$ cat src/rtl/alu_if.sv
// ALU issue/result bundle: operands and opcode in, registered result and flags out.
// master drives operands and samples results; slave is the ALU side.
interface alu_if #(
  parameter int DATA_W = 32
);
  logic              in_valid;
  logic [DATA_W-1:0] a;
  logic [DATA_W-1:0] b;
  logic [3:0]        alu_con;
  logic [DATA_W-1:0] out;
  logic              out_valid;
  logic              zero;

  modport master (
    output in_valid, a, b, alu_con,
    input  out, out_valid, zero
  );

  modport slave (
    input  in_valid, a, b, alu_con,
    output out, out_valid, zero
  );
endinterface

$ cat src/rtl/alu.sv
// Registered RV32 integer ALU; ALU_MINMAX_EN builds the signed/unsigned min/max ops (11-14).
// Latency: 1 cycle, full throughput.
// Backpressure: none; an issued operation always completes, idle cycles hold out/zero.
module alu #(
  parameter int DATA_W = 32
) (
  input  logic clk,
  input  logic rst_n,
  alu_if.slave bus
);
  localparam int SH_W = $clog2(DATA_W);

  typedef enum logic [3:0] {
    OP_ADD    = 4'd0,
    OP_SUB    = 4'd1,
    OP_SLL    = 4'd2,
    OP_SLT    = 4'd3,
    OP_SLTU   = 4'd4,
    OP_XOR    = 4'd5,
    OP_SRL    = 4'd6,
    OP_SRA    = 4'd7,
    OP_OR     = 4'd8,
    OP_AND    = 4'd9,
    OP_PASS_B = 4'd10,
    OP_MIN    = 4'd11,
    OP_MAX    = 4'd12,
    OP_MINU   = 4'd13,
    OP_MAXU   = 4'd14,
    OP_PASS_A = 4'd15
  } alu_op_e;

  logic [SH_W-1:0]   sh;
  logic              lt_s;
  logic              lt_u;
  logic [DATA_W-1:0] res;

  // Only the low shift bits matter, so a shift by DATA_W wraps to a shift by 0.
  assign sh   = bus.b[SH_W-1:0];
  assign lt_s = $signed(bus.a) < $signed(bus.b);
  assign lt_u = bus.a < bus.b;

  always_comb begin
    res = '0;
    case (alu_op_e'(bus.alu_con))
      OP_ADD:    res = bus.a + bus.b;
      OP_SUB:    res = bus.a - bus.b;
      OP_SLL:    res = bus.a << sh;
      OP_SLT:    res = {{(DATA_W-1){1'b0}}, lt_s};
      OP_SLTU:   res = {{(DATA_W-1){1'b0}}, lt_u};
      OP_XOR:    res = bus.a ^ bus.b;
      OP_SRL:    res = bus.a >> sh;
      OP_SRA:    res = $unsigned($signed(bus.a) >>> sh);
      OP_OR:     res = bus.a | bus.b;
      OP_AND:    res = bus.a & bus.b;
      OP_PASS_B: res = bus.b;
`ifdef ALU_MINMAX_EN
      OP_MIN:    res = lt_s ? bus.a : bus.b;
      OP_MAX:    res = lt_s ? bus.b : bus.a;
      OP_MINU:   res = lt_u ? bus.a : bus.b;
      OP_MAXU:   res = lt_u ? bus.b : bus.a;
`else
      // Min/max not built: these opcodes return zero (and so flag zero).
      OP_MIN, OP_MAX, OP_MINU, OP_MAXU: res = '0;
`endif
      OP_PASS_A: res = bus.a;
      default:   res = '0;
    endcase
  end

  always_ff @(posedge clk or negedge rst_n) begin
    if (!rst_n) begin
      bus.out       <= '0;
      bus.out_valid <= 1'b0;
      bus.zero      <= 1'b0;
    end else if (bus.in_valid) begin
      bus.out       <= res;
      bus.out_valid <= 1'b1;
      bus.zero      <= (res == '0);
    end else begin
      bus.out_valid <= 1'b0;
    end
  end
endmodule

$ cat src/flat_wrapper.sv
// flat-port wrapper written by rule: the top's interface ports become plain ports
module alu_flat 
#(
  parameter int DATA_W = 32
)
  (clk, rst_n, bus_in_valid, bus_a, bus_b, bus_alu_con, bus_out, bus_out_valid, bus_zero);
  alu_if #(.DATA_W(DATA_W)) bus_i ();
  input  logic clk;
  input  logic rst_n;
  input wire logic [$bits(bus_i.in_valid)-1:0] bus_in_valid;
  input wire logic [$bits(bus_i.a)-1:0] bus_a;
  input wire logic [$bits(bus_i.b)-1:0] bus_b;
  input wire logic [$bits(bus_i.alu_con)-1:0] bus_alu_con;
  output wire logic [$bits(bus_i.out)-1:0] bus_out;
  output wire logic [$bits(bus_i.out_valid)-1:0] bus_out_valid;
  output wire logic [$bits(bus_i.zero)-1:0] bus_zero;
  assign bus_i.in_valid = bus_in_valid;
  assign bus_i.a = bus_a;
  assign bus_i.b = bus_b;
  assign bus_i.alu_con = bus_alu_con;
  assign bus_out = bus_i.out;
  assign bus_out_valid = bus_i.out_valid;
  assign bus_zero = bus_i.zero;
  alu #(.DATA_W(DATA_W)) u_core (.clk(clk), .rst_n(rst_n), .bus(bus_i));
endmodule
$ cat config.mk
export PLATFORM = sky130hd
export DESIGN_NAME = alu_flat
export DESIGN_NICKNAME = d
export VERILOG_FILES = /design/src/rtl/alu_if.sv /design/src/rtl/alu.sv /design/src/flat_wrapper.sv
export SDC_FILE = /design/constraint.sdc
export NUM_CORES = 1
export LEC_CHECK = 0
export BUFFER_PORTS_ARGS = -buffer_cell sky130_fd_sc_hd__buf_4
export CAP_MARGIN = 20
export CORE_UTILIZATION = 57
export CTS_CLUSTER_DIAMETER = 80
export DETAILED_ROUTE_END_ITERATION = 8
export PLACE_DENSITY = 0.8
export SETUP_SLACK_MARGIN = 0.5
export SLEW_MARGIN = 10
export SYNTH_ARGS = -nofsm -noshare
export SYNTH_HDL_FRONTEND = slang
export SYNTH_SLANG_ARGS = --single-unit
$ cat constraint.sdc
create_clock -name clk -period 0.8 [get_ports clk]
set_input_delay 0 -clock clk [delete_from_list [all_inputs] [get_ports clk]]
set_output_delay 0 -clock clk [all_outputs]
set_load 0.1 [all_outputs]
==> results_dict.tcl, run 1 <==
set metrics [dict create \
    synth_cells 1626 \
    numPortBuffers 104 \
    status "did not finish" \
    io-pin-count 105 \
    ys_types 92 \
    synthAdderAreaFrac 0.108 \
    yosys_warnings 0 \
    post_cts_buffers 50 \
    postCtsResizedCells 289 \
    stop_error "[ERROR DPL-0038] Utilization greater than 100%, impossible to legalize" \
    synth_top_family_by_area "compound AO/OA/AOI/OAI gates" \
    std_cell_rows 51 \
    cts_buffers 5 \
    die_width_um 145 \
    yosys.area_share.simple 0.217 \
    clockRootBuffer "clkbuf_16" \
    haltStage "4_1_cts" \
    cts_buffer_depth 2 \
    die_y_um 145 \
    synth_xor_area_frac 0.0151 \
    synth_area_leaders "ha_1 10%, dfrtp_1 7.3%, a21oi_1 6.4%, nor2_1 5.6%, mux2_2 5.4%" \
    synth_top_area_frac 0.104 \
    avgSynthCellArea_um2 7.15 \
    place_ws_ns -3.23 \
    cts_max_level 2 \
    synth_compound_area_frac 0.342 \
    cts_sinks 34 \
    ys_seq_area_frac 0.0732 \
    async_flop_share 1.00 \
    synth-seq-cells 34 \
    place_congestion 1.30 \
    synth_edf_count 0 \
    synth_area_mm2 0.0116 \
    yosys_most_used_dff "dfrtp_1" \
    syn_nets 1796 \
    hpwl_um 58500 \
    initial_core_util 0.589 \
    yosysTopAreaCell "ha_1" \
    synthMuxAreaShare 0.161 \
]
[cells in the mapped netlist, drive strengths merged, types with 9 or more instances]
| cell | n |
|---|---|
| nor2 | 172 |
| a21oi | 148 |
| nand2 | 126 |
| inv | 98 |
| ha | 97 |
| o21ai | 81 |
| clkbuf | 75 |
| mux2 | 59 |
| mux2i | 59 |
| buf | 58 |
| nand3 | 42 |
| dfrtp | 34 |
| nor3 | 33 |
| o211ai | 33 |
| a22oi | 31 |
| a211oi | 29 |
| mux4 | 27 |
| o22ai | 23 |
| nand2b | 20 |
| nand4 | 20 |
| nor4 | 20 |
| o221ai | 20 |
| xnor2 | 20 |
| nor2b | 18 |
| a221oi | 17 |
| a22o | 15 |
| a31oi | 15 |
| o21bai | 15 |
| o31ai | 15 |
| a21o | 14 |
| o21a | 13 |
| and2 | 12 |
| a2111oi | 10 |
| and3 | 10 |
| a211o | 9 |
| a311oi | 9 |
| o2111ai | 9 |
[metrics by stage]
stage	cell area, um^2	cells
after detailed placement	17900	2563
after global placement	17900	2563
after floorplan	12100	1626
[cells by family after synthesis]
family	Yosys count
AO/OA/AOI/OAI	572
AND/OR/NAND/NOR	521
buffers and inverters	235
multiplexers	145
adder cells (fa/ha/maj)	99
flip-flops	34
XOR/XNOR	20
==> inputs of run 2 (changes only) <==
CORE_UTILIZATION = 40   (was 57)
CTS_CLUSTER_DIAMETER = not set   (was 80)
PLACE_DENSITY = not set   (was 0.8)
PLACE_DENSITY_LB_ADDON = 0.15   (was not set)
SETUP_SLACK_MARGIN = not set   (was 0.5)
clock period = 1 ns   (was 0.8 ns; I/O delays follow)
==> run 2 against run 1 <==
Effect of this change: the flow now finishes, with violations (negative setup slack); synthesized cell count stayed put; synthesized area stayed put.
==> results_dict.tcl, run 2 <==
set metrics [dict create \
    grt-ovfl-total 0 \
    r2r_start "u_core.bus.out[9]$_DFFE_PN0P_" \
    std_cell_rows 62 \
    place_ws_ns -2.94 \
    syn_nets 1796 \
    grt_pass1_vias 17300 \
    hold_path.class "input pin to async pin" \
    vdd_drop_max_mv 1.45 \
    cellPowerDensity_mw_per_mm2 855 \
    viasPerCell 6.49 \
    async_flop_share 1.00 \
    cts_buffers 5 \
    synth_top_area_frac 0.104 \
    crit_path_end_kind "flip-flop" \
    drv_slew 0 \
    antenna_found_initial 1 \
    wirelength_um 75600 \
    hold_viol 0 \
    design.core.area_mm2 0.0286 \
    drive_above_1_share 0.514 \
    hpwl_um 60500 \
    crit_arrival_ns 3.55 \
    wire_per_inst_um 27.4 \
    io-pin-count 105 \
    layout_commonest_cell "buf_4" \
    status "complete, but fails checks" \
    drc 0 \
    relSlewSlack 0.513 \
    diodes 0 \
    power_mw 17.4 \
    worst_pin_slew_ns 0.722 \
    fmax_ghz 0.300 \
    fin_crit_sh 3.34 \
    regMostFlops "u_core.bus.out" \
    clock_skew_ns 0 \
    yosys_most_used_dff "dfrtp_1" \
    r2r-end "u_core.bus.out[9]$_DFFE_PN0P_" \
    cts_max_level 2 \
    crit_type "input pin to flip-flop" \
    post-synth-top-count-cell "nor2_1" \
    report.final.setup_viol 33 \
    synth_cells 1626 \
    ys_top_cells_by_count "172 x nor2_1, 148 x a21oi_1, 126 x nand2_1, 97 x ha_1, 97 x inv_1" \
    ff2ff_setup_slack_ns 0.22 \
    final_nets 2546 \
    critPathRequiredTime_ns 1.22 \
    fill_cells 2333 \
    rsz0062_at_grt "yes" \
    grt_max_degree 50 \
    cap_violations 0 \
    violations "negative setup slack" \
    ys_seq_area_frac 0.0732 \
    place_congestion 1.16 \
    clockRootBuffer "clkbuf_16" \
    numPortBuffers 104 \
    clkTransAtPathRegs_ns 0.06 \
    initial_core_util 0.406 \
    grt_pass1_wl_um 109000 \
    ys_types 92 \
    cts_sinks 34 \
    fin_ws_ns -2.34 \
    reg.largest.list "u_core.bus.out: 32 flops, u_core.bus.out_valid: 1 flops, u_core.bus.zero: 1 flops" \
    die_width_um 172 \
    synth_area_leaders "ha_1 10%, dfrtp_1 7.3%, a21oi_1 6.4%, nor2_1 5.6%, mux2_2 5.4%" \
    fin_crit_ns 3.34 \
    largest_reg_flops 32 \
    drt_iter0_markers 2575 \
    dieArea_mm2 0.0297 \
    synth_area_mm2 0.0116 \
    yosys_warnings 0 \
    drtAntennaViolNets 0 \
    synth-seq-cells 34 \
    multi_input_area_mm2 0.0114 \
    die_y_um 172 \
    grt_usage 0.503 \
    worstSkewPairLatency_ns 0.29 \
    vias 17900 \
    crit_fanout 4 \
    seq_area_um2 851 \
    ff2ff_path_depth 1 \
    cts_tree "done" \
    avgSynthCellArea_um2 7.15 \
    cts_buffer_depth 2 \
    setup_tns_ns -48.62 \
    synth_edf_count 0 \
    area_delta_synth_final_pct 75.1 \
    crit_path_start_kind "input pin" \
    drt_first_pass_iters 6 \
    yosysTopAreaCell "ha_1" \
    p_leak_nw 9.24 \
    final_cell_mix "809 x buf_4, 160 x nor2_1, 121 x nand2_1" \
]
==> run 2: power by group <==
group	switching, mW	internal [mW]	total (mW)
sequential	0.125	1.59	1.72
clock	0.597	0.987	1.58
combinational	8.08	6.01	14.1
total	8.80	8.59	17.4
==> run 2: cells by family (layout without fill, tap and decap cells) <==
group,after synthesis,in the layout,synth area share
multiplexers,145,145,0.161
AND/OR/NAND/NOR,521,521,0.217
flip-flops,34,34,0.0732
buffers and inverters,235,986,0.0841
XOR/XNOR,20,20,0.0151
adder cells (fa/ha/maj),99,99,0.108
AO/OA/AOI/OAI,572,572,0.342
==> run 2: worst max-delay path: stages <==
cell        delay [ns]
buf_8             0.08
clkinvlp_4        0.16
fa_2              0.46
nor2b_4           0.13
o31a_1            0.26
o22ai_2           0.14
o31ai_4           0.37
a21o_1            0.23
o2bb2ai_2         0.13
mux2i_1           0.20
nand4bb_1         0.18
or4_4             0.57
or4_4             0.53
o22ai_2           0.09
==> run 2: how the worst max path moves through the flow <==
stage / start / end / slack, ns / depth (start not counted)
floorplan: bus_b[2] / u_core.bus.zero$_DFFE_PN0P_ / -2.64 / 18
global placement: bus_b[6] / u_core.bus.zero$_DFFE_PN0P_ / -2.91 / 15
detailed placement: bus_b[0] / u_core.bus.zero$_DFFE_PN0P_ / -2.94 / 15
CTS: bus_b[1] / u_core.bus.zero$_DFFE_PN0P_ / -2.25 / 15
global route: bus_b[0] / u_core.bus.zero$_DFFE_PN0P_ / -2.42 / 16
finish: bus_b[1] / u_core.bus.zero$_DFFE_PN0P_ / -2.34 / 14
==> run 2: final cells by class <==
| type | count | area share |
|---|---|---|
| multi-input combinational | 1357 | 0.561 |
| tap | 384 | 0.0236 |
| sequential | 34 | 0.0418 |
| inverter | 102 | 0.0208 |
| clock buffer | 7 | 0.00701 |
| clock inverter | 1 | 0.000246 |
| timing repair buffer | 876 | 0.345 |
==> run 2: layer usage <==
metal,vias up,GRT usage,wire (um)
li1,7663,-,-
met4,2,0.356,6310
met1,8510,0.604,28400
met2,1360,0.750,32000
met5,-,0,19
met3,395,0.166,8900
==> run 2: stage by stage <==
stage	std cells	hold WS, ns	utilization	cell area, um^2
after floorplan	1626	-0.296	-	12000
after global placement	2694	-0.0475	0.632	18100
after detailed placement	2694	-0.0401	0.632	18100
after CTS	2731	0.194	0.679	19400
after global routing	2761	0.245	0.711	20300
final	2761	0.179	0.711	20300
==> run 2: timing repair <==
| action | CTS | global route |
|---|---|---|
| resized for setup | 214 | 142 |
| cloned | 1 | 0 |
| pin swaps | 65 | 74 |
| hold buffers | 1 | 0 |
| endpoints found under the hold margin | 34 | 0 |
| buffers inserted | 32 | 38 |
| endpoints found under the setup margin | 33 | 33 |
Power figures use the tool's default switching activity.
==> inputs of run 3 (changes only) <==
CORE_MARGIN = 1.5   (was not set)
SKIP_CTS_REPAIR_TIMING = 1   (was not set)
==> run 3 against run 2 <==
Effect of this change: the run still ends with negative setup slack left; via count is 1.5% higher; design area is 0.74% lower; global-route usage is 2.9 points lower; die area is 1.2% higher; sequential power hardly changed; power is 0.87% lower.
==> results_dict.tcl, run 3 (same netlist as run 2, synthesis figures left out) <==
set metrics [dict create \
    crit_path_end_kind "flip-flop" \
    antenna_found_initial 0 \
    numPortBuffers 104 \
    fin_crit_sh 3.33 \
    std_cell_rows 62 \
    crit_type "input pin to flip-flop" \
    crit_fanout 3 \
    initial_core_util 0.406 \
    io-pin-count 105 \
    grt_pass1_vias 17300 \
    fill_cells 2339 \
    fmax_ghz 0.300 \
    worstSkewPairLatency_ns 0.28 \
    fin_ws_ns -2.33 \
    cts_max_level 2 \
    power.switching_mw 8.78 \
    violations "negative setup slack" \
    cp_top_family "compound AO/OA/AOI/OAI gates" \
    grt_max_degree 50 \
    clock_skew_ns 0 \
    clockRootBuffer "clkbuf_16" \
    design.core.area_mm2 0.0286 \
    place_congestion 1.08 \
    drtAntennaViolNets 0 \
    vias 18200 \
    largest_reg_flops 32 \
    report.final.setup_viol 33 \
    final_nets 2555 \
    layout_commonest_cell "buf_4" \
    hold_path.class "input pin to async pin" \
    die_width_um 173 \
    cellPowerDensity_mw_per_mm2 854 \
    drv_slew 0 \
    p_int_mw 8.46 \
    drc 0 \
    cts_buffer_depth 2 \
    clkTransAtPathRegs_ns 0.05 \
    cp_slowest_cell "or4_4" \
    reg.largest.list "u_core.bus.out: 32 flops, u_core.bus.out_valid: 1 flops, u_core.bus.zero: 1 flops" \
    status "complete, but fails checks" \
    cts_buffers 5 \
    drive_above_1_share 0.506 \
    rsz0062_at_grt "yes" \
    area_delta_synth_final_pct 73.8 \
    timing.hold.ws_ns 0.199 \
    die_y_um 173 \
    critPathRequiredTime_ns 1.21 \
    grt-ovfl-total 0 \
    viasPerCell 6.57 \
    p_leak_nw 9.26 \
    wire_per_inst_um 27.7 \
    seqPwrFrac 0.100 \
    setup_tns_ns -47.89 \
    cp_slowest_stage_delay_ns 0.44 \
    crit_chain "buf_12 > inv_12 > ha_4 > fa_2 > o21ba_4 > nor4_4 > o31a_1 > nor2_1 > a221o_1 > a2111oi_4 > o2111ai_2 > a2111oi_2 > nand4_1 > or4_4 > o22ai_2" \
    worst_pin_slew_ns 0.672 \
    wirelength_um 76700 \
    crit_path_start_kind "input pin" \
    relSlewSlack 0.552 \
    final_cell_mix "829 x buf_4, 163 x nor2_1, 122 x a21oi_1" \
    fin_crit_ns 3.33 \
    comb_power_share 0.808 \
    cts_tree "done" \
    vdd_drop_max_mv 1.66 \
    drt_iter0_markers 2569 \
    clkPwrFrac 0.091 \
    cts_sinks 34 \
    grt_usage 0.474 \
    cap_violations 0 \
    drt_first_pass_iters 7 \
    hpwl_um 60700 \
    grt_pass1_wl_um 108000 \
    crit_arrival_ns 3.54 \
    dieArea_mm2 0.0301 \
    sw_frac_of_total 0.509 \
    regMostFlops "u_core.bus.out" \
    hold_viol 0 \
    place_ws_ns -2.74 \
    ff2ff_setup_slack_ns 0.21 \
    critical_path_buf_inv_count 2 \
]
-- run 3: cell types whose count changed in the layout (fill, tap and decap cells not counted), moves of 8 or more --
cell,change
buf_4,+20
buf_6,-11
mux2_2,+8
mux2_4,-8
mux2i_1,+8
-- run 3: area by class of cell --
class	count	area (um^2)	area share
Antenna cell	2	5.00	0.000248
Clock buffer	7	143	0.00706
Clock inverter	1	5.00	0.000248
Inverter	102	425	0.0211
Multi-Input combinational cell	1357	11200	0.555
Sequential cell	34	851	0.0421
Tap cell	384	480	0.0238
Timing Repair Buffer	885	7080	0.350
-- run 3: path summary, 6_finish.rpt --
path                                                  endpoint  cells after the start                            from
worst min register to register   u_core.bus.out[7]$_DFFE_PN0P_                      1   u_core.bus.out[7]$_DFFE_PN0P_
worst max register to register  u_core.bus.out[28]$_DFFE_PN0P_                      1  u_core.bus.out[28]$_DFFE_PN0P_
worst min-delay path            u_core.bus.out[28]$_DFFE_PN0P_                      2                           rst_n
worst max-delay path               u_core.bus.zero$_DFFE_PN0P_                     15                        bus_a[0]
max in group asynchronous       u_core.bus.out[25]$_DFFE_PN0P_                      2                           rst_n
min in group clk                u_core.bus.out_valid$_DFF_PN0_                      2                    bus_in_valid
-- run 3: layer usage --
metal / vias up / track usage / part of all wire
li1: 7696 / - / -
met1: 8594 / 0.591 / 0.37
met2: 1485 / 0.733 / 0.42
met3: 425 / 0.111 / 0.12
met4: 0 / 0.305 / 0.087
met5: - / 0 / 0
-- run 3: power by group through the flow --
stage	combinational [mW]	clock (mW)	sequential [mW]
6_report	13.9	1.57	1.73
5_1_grt	14.4	1.62	1.75
4_1_cts	12.2	1.60	1.73
3_5_place_dp	12.2	0	1.74
3_3_place_gp	12.1	0	1.73
2_1_floorplan	4.62	0	3.32
-- run 3: metrics by stage --
step	total power, mW	cells	instance area, um^2	utilization
6_report	17.2	2772	20200	0.705
3_3_place_gp	13.8	2728	18300	0.638
2_1_floorplan	7.95	1626	12000	-
5_1_grt	17.8	2770	20200	0.705
4_1_cts	15.6	2736	18400	0.644
3_5_place_dp	13.9	2728	18300	0.638
==> inputs of run 4 (changes only) <==
CORE_MARGIN = not set   (was 1.5)
==> run 4 against run 3 <==
Effect of this change: the flow still finishes with violations (negative setup slack); critical path depth stayed put; combinational power hardly changed; sequential power hardly changed; sequential share of layout area is 0.054 points higher; routed wire length is 1.5% lower; flip-flop and latch count stayed put; power is 1.1% lower; critical path type unchanged.
==> results_dict.tcl, run 4 (same netlist as run 2, synthesis figures left out) <==
set metrics [dict create \
    critPathRequiredTime_ns 1.21 \
    cts_tree "done" \
    area_delta_synth_final_pct 71.6 \
    sw_frac_of_total 0.507 \
    status "complete, but fails checks" \
    worst_pin_slew_ns 1.02 \
    relSlewSlack 0.310 \
    grt_usage 0.489 \
    worstSkewPairLatency_ns 0.28 \
    drt_first_pass_iters 9 \
    seqPwrFrac 0.101 \
    fin_crit_ns 3.35 \
    vias 18000 \
    vdd_drop_max_mv 1.53 \
    drt_iter0_markers 2571 \
    drtAntennaViolNets 0 \
    violations "negative setup slack" \
    p_int_mw 8.41 \
    drv_slew 0 \
    cts_buffers 5 \
    largest_reg_flops 32 \
    antenna_found_initial 1 \
    die_y_um 172 \
    fin_crit_sh 3.35 \
    fin_area_mm2 0.0199 \
    setup_tns_ns -48.10 \
    clock_skew_ns 0 \
    dieArea_mm2 0.0297 \
    grt_pass1_vias 16800 \
    regMostFlops "u_core.bus.out" \
    grt_max_degree 50 \
    viasPerCell 6.56 \
    critical_path_buf_inv_count 4 \
    std_cell_rows 62 \
    crit_path_end_kind "flip-flop" \
    multi_input_area_mm2 0.0112 \
    cp_slowest_cell "or4_4" \
    cellPowerDensity_mw_per_mm2 856 \
    fill_cells 2375 \
    cp_slowest_stage_delay_ns 0.61 \
    crit_type "input pin to flip-flop" \
    crit_fanout 8 \
    report.final.setup_viol 33 \
    crit_path_start_kind "input pin" \
    reg.largest.list "u_core.bus.out: 32 flops, u_core.bus.out_valid: 1 flops, u_core.bus.zero: 1 flops" \
    hold_viol 0 \
    drive_above_1_share 0.500 \
    hpwl_um 60500 \
    grt-ovfl-total 0 \
    initial_core_util 0.406 \
    cts_max_level 2 \
    clkPwrFrac 0.092 \
    wirelength_um 75600 \
    p_leak_nw 9.10 \
    rsz0062_at_grt "yes" \
    dpl_cell_area_mm2 0.0181 \
    final_cell_mix "798 x buf_4, 157 x nor2_1, 125 x a21oi_1" \
    clkTransAtPathRegs_ns 0.06 \
    drc 0 \
    grt_pass1_wl_um 106000 \
    io-pin-count 105 \
    die_width_um 172 \
    final_nets 2525 \
    design.core.area_mm2 0.0286 \
    comb_power_share 0.808 \
    clockRootBuffer "clkbuf_16" \
    wire_per_inst_um 27.6 \
    layout_commonest_cell "buf_4" \
    cts_buffer_depth 2 \
    place_congestion 1.16 \
    seq_area_um2 851 \
    power.switching_mw 8.65 \
    cap_violations 0 \
    cts_sinks 34 \
    hold_path.class "input pin to async pin" \
    crit_arrival_ns 3.56 \
    fmax_ghz 0.298 \
    numPortBuffers 104 \
    cp_top_family "simple AND/OR/NAND/NOR gates" \
    fin_ws_ns -2.35 \
    crit_chain "buf_12 > buf_12 > mux2_2 > mux2i_2 > mux2i_2 > a22o_1 > o31ai_2 > buf_4 > o2111ai_4 > or4_4 > nor4_4 > buf_4 > nand4_1 > or4_4 > o22ai_2" \
]
run 4: cell count changes in the layout (fill, tap and decap cells not counted), moves of 3 or more:
cell	delta
mux2i_2	+7
a21oi_1	+3
o221ai_2	-3
mux2i_1	-9
nor2_2	+7
nand3_2	-3
buf_4	-31
buf_6	-4
buf_12	+8
mux2_2	-5
nor2_1	-6
mux2_4	+5
nand3_1	+3
run 4: area by class of cell:
class	instances	share of cell area
Multi-Input combinational cell	1357	0.560
Timing Repair Buffer	855	0.345
Sequential cell	34	0.0427
Tap cell	384	0.0241
Inverter	102	0.0213
Clock buffer	7	0.00716
Clock inverter	1	0.000251
Antenna cell	1	0.000126
run 4: per-stage QoR:
step / hold slack (ns) / instances / utilization / setup slack (ns) / power (mW)
after floorplan: -0.296 / 1626 / - / -2.64 / 7.95
after global placement: -0.0475 / 2694 / 0.632 / -2.91 / 13.7
after detailed placement: -0.0401 / 2694 / 0.632 / -2.94 / 13.8
after CTS: -0.351 / 2702 / 0.637 / -2.68 / 15.4
after global routing: 0.246 / 2740 / 0.696 / -2.39 / 17.6
final: 0.184 / 2741 / 0.696 / -2.35 / 17.1
run 4: path summary, 6_finish.rpt:
kind	from	to	slack (ns)	cells after the start
min in group clk	bus_in_valid	u_core.bus.out_valid$_DFF_PN0_	0.25	2
hold / removal	rst_n	u_core.bus.out[30]$_DFFE_PN0P_	0.18	2
setup / recovery	bus_b[0]	u_core.bus.zero$_DFFE_PN0P_	-2.35	15
hold reg to reg	u_core.bus.out[18]$_DFFE_PN0P_	u_core.bus.out[18]$_DFFE_PN0P_	0.49	1
setup reg to reg	u_core.bus.out[29]$_DFFE_PN0P_	u_core.bus.out[29]$_DFFE_PN0P_	0.23	1
max in group asynchronous	rst_n	u_core.bus.out[1]$_DFFE_PN0P_	0.51	2
run 4: metal layers:
layer  vias up  part of all wire  routed length [um]  global-route usage
met2      1393              0.42               31500               0.734
li1       7625                 -                   -                   -
met5         -           0.00022                  17                   0
met4         2             0.086                6520               0.336
met3       435              0.12                9380               0.128
met1      8519              0.37               28200               0.610
run 4: power by group through the flow:
stage               logic (mW)  registers (mW)  clock network [mW]
floorplan                 4.62            3.32                   0
global placement          11.9            1.73                   0
detailed placement        12.0            1.73                   0
CTS                       12.1            1.72                1.59
global route              14.2            1.74                1.63
finish                    13.8            1.72                1.57
